===== config.mk =====
export PLATFORM = sky130hd
export DESIGN_NAME = pc_fetch_ctrl
export DESIGN_NICKNAME = d
export VERILOG_FILES = /design/src/rtl/pc_fetch_ctrl.sv
export SDC_FILE = /design/constraint.sdc
export NUM_CORES = 1
export LEC_CHECK = 0
export BUFFER_PORTS_ARGS = -buffer_cell sky130_fd_sc_hd__buf_2
export CAP_MARGIN = 20
export CORE_MARGIN = 2
export CORE_UTILIZATION = 55
export CTS_BUF_LIST = sky130_fd_sc_hd__clkbuf_4
export DETAILED_ROUTE_END_ITERATION = 6
export PLACE_DENSITY = 0.88
export SLEW_MARGIN = 40
export SYNTH_ARGS = -nofsm -noshare
export SYNTH_HDL_FRONTEND = slang
export SYNTH_SLANG_ARGS = --single-unit

===== constraint.sdc =====
create_clock -name clk -period 3.15 [get_ports clk]
set_clock_uncertainty 0.05 [all_clocks]
set_input_delay 0.63 -clock clk [delete_from_list [all_inputs] [get_ports clk]]
set_output_delay 0.63 -clock clk [all_outputs]
set_load 0.05 [all_outputs]

===== src/rtl/pc_fetch_ctrl.sv =====
// Fetch sequencer: owns the PC, issues one instruction-memory request at a time,
// buffers the returned word for decode and applies branch/trap redirects.
module pc_fetch_ctrl #(
  parameter logic [31:0] RESET_PC = 32'h0000_0000,
  parameter logic [31:0] TRAP_VEC = 32'h0000_0100
) (
  input  logic        clk,
  input  logic        reset,
  output logic        imem_req,
  output logic [31:0] imem_addr,
  input  logic        imem_gnt,
  input  logic        imem_rvalid,
  input  logic [31:0] imem_rdata,
  output logic        if_valid,
  output logic [31:0] if_instr,
  output logic [31:0] if_pc,
  input  logic        if_ready,
  input  logic        redirect_valid,
  input  logic [31:0] redirect_pc,
  input  logic        trap_valid,
  output logic        misalign_fault,
  output logic [31:0] pc_out,
  output logic [31:0] fetch_count
);

  localparam logic [31:0] NOP = 32'h0000_0013;

  typedef enum logic [1:0] {BOOT, REQ, WAIT, HOLD} state_t;

  state_t      state;
  logic        kill;
  logic        redir;
  logic        misalign;
  logic [31:0] target;

  // Traps win over branches; a misaligned branch target is turned into a trap.
  always_comb begin
    redir    = trap_valid | redirect_valid;
    misalign = ~trap_valid & redirect_valid & (redirect_pc[1:0] != 2'b00);
    target   = (trap_valid | misalign) ? TRAP_VEC : redirect_pc;
  end

  assign imem_addr = pc_out;

  always_ff @(posedge clk or negedge reset) begin
    if (!reset) begin
      state          <= BOOT;
      pc_out         <= RESET_PC;
      imem_req       <= 1'b0;
      if_valid       <= 1'b0;
      if_instr       <= NOP;
      if_pc          <= RESET_PC;
      misalign_fault <= 1'b0;
      fetch_count    <= 32'd0;
      kill           <= 1'b0;
    end else begin
      misalign_fault <= 1'b0;
      case (state)
        BOOT: begin
          state    <= REQ;
          imem_req <= 1'b1;
        end

        REQ: begin
          if (redir) begin
            pc_out         <= target;
            misalign_fault <= misalign;
          end
          if (imem_gnt) begin
            state    <= WAIT;
            imem_req <= 1'b0;
            // A request granted in the redirect cycle fetched the old address.
            kill     <= redir;
          end
        end

        WAIT: begin
          if (redir) begin
            pc_out         <= target;
            misalign_fault <= misalign;
            if (imem_rvalid) begin
              state    <= REQ;
              imem_req <= 1'b1;
              kill     <= 1'b0;
            end else begin
              kill <= 1'b1;
            end
          end else if (imem_rvalid) begin
            if (kill) begin
              kill     <= 1'b0;
              state    <= REQ;
              imem_req <= 1'b1;
            end else begin
              if_instr <= imem_rdata;
              if_pc    <= pc_out;
              if_valid <= 1'b1;
              state    <= HOLD;
            end
          end
        end

        HOLD: begin
          // An accept in the redirect cycle still counts; the redirect source
          // squashes that instruction downstream.
          if (if_ready) begin
            fetch_count <= fetch_count + 32'd1;
          end
          if (redir) begin
            if_valid       <= 1'b0;
            pc_out         <= target;
            misalign_fault <= misalign;
            state          <= REQ;
            imem_req       <= 1'b1;
          end else if (if_ready) begin
            if_valid <= 1'b0;
            pc_out   <= pc_out + 32'd4;
            state    <= REQ;
            imem_req <= 1'b1;
          end
        end

        default: begin
          state    <= BOOT;
          imem_req <= 1'b0;
        end
      endcase
    end
  end

endmodule


==> results.json <==
{
  "synthesis.area_um2": 6450,
  "first_global_vias": 5321,
  "path_cells": "inv_1 > ha_1 > nor2b_1 > o32ai_4 > buf_4 > a221oi_1 > nor3_1",
  "min_path_cells": 2,
  "synth.mux.area_fraction_pct": 10.3,
  "crit_required_ns": 3.55,
  "tightest_slew_ns": 0.853,
  "grt.overflow.total": 0,
  "synth-simple-area-share_pct": 13.7,
  "timing.rr.start": "state[1]",
  "finalSetupTns_ns": 0,
  "setup_viol": 0,
  "drt-initial-drc-count": 509,
  "die_w_um": 112,
  "syn_avg_cell_area_um2": 11.1,
  "min-delay-start": "imem_rdata[18]",
  "cts-resized-gates": 0,
  "ir_worst_vdd_mv": 1.05,
  "grt_pass1_wl_um": 26200,
  "hpwl_um": 12000,
  "reg2regPathDepth": 7,
  "min_period_ns": 2.46,
  "drc": 0,
  "gp_congestion": 0.902,
  "cts.sinks": 134,
  "syn_nets": 660,
  "synth_cells": 583,
  "r2r-end": "imem_addr[14]",
  "yosys_register_bits": 134,
  "areaGrowthSynthToFinish_pct": 21.2,
  "max-clock-path-buffers": 2,
  "critPathBufInv": 2,
  "floorplan.rows": 39,
  "core-area_um2": 11400,
  "power.density_nw_per_um2": 1020,
  "cp_slowest_stage_delay_ns": 0.71,
  "clkTransAtPathRegs_ns": 0.12,
  "grt_usage_pct": 26.1,
  "synth_edf_count": 0,
  "slowest_stage": "o32ai_4",
  "rsz0062_at_grt": "no",
  "clock.fmax_mhz": 407,
  "cts_root_buf": "clkbuf_4",
  "grt_antenna_before_repair": 2,
  "ys_types": 60,
  "die_area_um2": 12600,
  "cpLargestDelayFamily": "compound AO/OA/AOI/OAI gates",
  "synth_top_family_by_area": "simple AND/OR/NAND/NOR gates",
  "grt_max_degree": 110,
  "async_reset_ff_share_pct": 100,
  "hold_viol": 0,
  "synth_xor_area_share_pct": 4.21,
  "post-cts-setup-buffer-count": 0,
  "vias": 5442,
  "finalPower_mw": 8.01,
  "drive_gt1_share_pct": 44.0,
  "cts-buffers-inserted": 17,
  "cts_tree": "done",
  "wl_per_cell_um": 17.6,
  "drt-total-wl_um": 16600,
  "h-tree-depth": 4,
  "period_share_pct": 77.9,
  "slew_violations": 0,
  "synth_fa_ha_area_share_pct": 1.16,
  "hold_end": "if_instr[18]",
  "portBuffers": 233,
  "cp-start-kind": "flip-flop",
  "synth_compound_area_share_pct": 12.2,
  "nNetsFinal": 864,
  "floorplan.initialDensity_pct": 56.5,
  "ys_dominant_reg_cell": "dfrtp_1",
  "worst_ep_arrival_time_ns": 2.85,
  "status": "complete, no violations",
  "maxCapViolations": 0,
  "reg2reg_slack_ns": 0.69,
  "pin_count": 234,
  "ant_nets": 0,
  "final_common_cell": "buf_2",
  "die_h_um": 112,
  "cp-end-kind": "flip-flop",
  "slew_headroom_pct": 43.1,
  "crit_path_max_fanout": 21,
  "drt_first_pass_iters": 5,
  "leakage_nw": 4.12,
  "routed_via_density": 5.76,
  "seq_area_frac_synth_pct": 52.1,
  "hp-class": "primary input to flip-flop",
  "crit_type": "flip-flop to flip-flop",
  "clock_latency_ns": 0.53,
  "synth_warnings": 0,
  "layout_common_cells": "232 x buf_2, 131 x dfrtp_1, 59 x mux2_2, 42 x nand2_1, 36 x a21oi_1"
}
==> metal layers <==
metal	GRT usage [%]	wire length, um	share of wire, %	up-vias
met3	6.75	1440	8.7	20
met4	10.0	292	1.8	0
met2	43.3	8360	50	275
met5	0	0	0	-
li1	-	-	-	2491
met1	33.2	6510	39	2656
==> through the flow <==
stage	worst slack, ns	utilization (%)	cell area (um2)	hold slack (ns)	std cells
floorplan	0.768	-	6450	0.284	583
global placement	0.774	65.9	7520	0.409	909
detailed placement	0.735	65.9	7530	0.409	909
CTS	0.723	68.0	7770	0.0836	941
global route	0.511	68.4	7810	0.210	944
finish	0.695	68.4	7810	0.276	945
==> power breakdown <==
part	total [mW]	switching, mW	internal [mW]	leakage, nW
clock	1.01	0.628	0.379	0.134
sequential	2.73	0.535	2.19	1.79
combinational	4.27	3.24	1.03	2.20
total	8.01	4.41	3.60	4.12
==> cell families after synthesis <==
group	after synthesis
simple gates	164
flops	134
compound gates	120
buf+inv	69
mux	59
xor+xnor	31
fa+ha+maj	6
==> how the worst max path moves through the flow <==
stage | start | endpoint | cells after the start
2_1_floorplan | imem_addr[2] | imem_addr[30] | 6
3_3_place_gp | redirect_valid | imem_addr[11] | 5
3_5_place_dp | redirect_valid | imem_addr[11] | 5
4_1_cts | state[0] | imem_addr[14] | 7
5_1_grt | state[1] | imem_addr[14] | 7
6_report | state[1] | imem_addr[14] | 7
==> state kept, by name (all words and copies together) (netlist names) <==
signal / flops
fetch_count: 32
if_instr: 32
if_pc: 32
imem_addr: 32
state: 2
if_valid: 1
imem_req: 1
kill: 1
misalign_fault: 1
==> worst reg2reg max path: stages, from the launching register on <==
cell and delay, ns:
dfrtp_1 0.43, inv_1 0.08, ha_1 0.38, nor2b_1 0.11
o32ai_4 0.71, buf_4 0.34, a221oi_1 0.07, nor3_1 0.20
==> synth_stat cells, drive strengths merged, types with 2 or more instances <==
library cell	instances	area share, %
a211oi	5	0.58
a21o	2	0.23
a21oi	36	2.8
a221o	2	0.31
a221oi	5	0.78
a22oi	2	0.23
a311oi	3	0.41
a31oi	9	0.87
a32o	3	0.47
a32oi	3	0.41
and2	8	0.78
and3	13	1.3
and4	5	0.68
buf	48	5.0
clkbuf	10	0.58
dfrtp	131	51
dfstp	3	1.2
ha	6	1.2
inv	11	0.64
mux2	59	10
nand2	43	2.5
nand3	29	2.3
nand4	8	1.0
nor2	28	1.6
nor2b	2	0.19
nor3	12	1.1
nor4	4	0.62
o211ai	3	0.43
o21ai	29	2.3
o22a	3	0.41
o22ai	5	0.49
o32a	2	0.31
or2	4	0.39
or4	3	0.41
xnor2	25	3.4
xor2	6	0.82
==> timing repair <==
action	4_1_cts	5_1_grt
hold endpoints to repair	0	50
setup endpoints to repair	0	0
hold buffers	0	1
==> area by class of cell <==
cell class | instances | area, um2
multi-input cells | 380 | 2720
inverters | 11 | 41.3
repair buffers | 243 | 1270
clock buffers | 17 | 128
well taps | 143 | 179
diodes | 2 | 5.00
fillers | 858 | 3610
flip-flops and latches | 134 | 3360
clock inverters | 15 | 114
(Power assumes the default switching activity.)
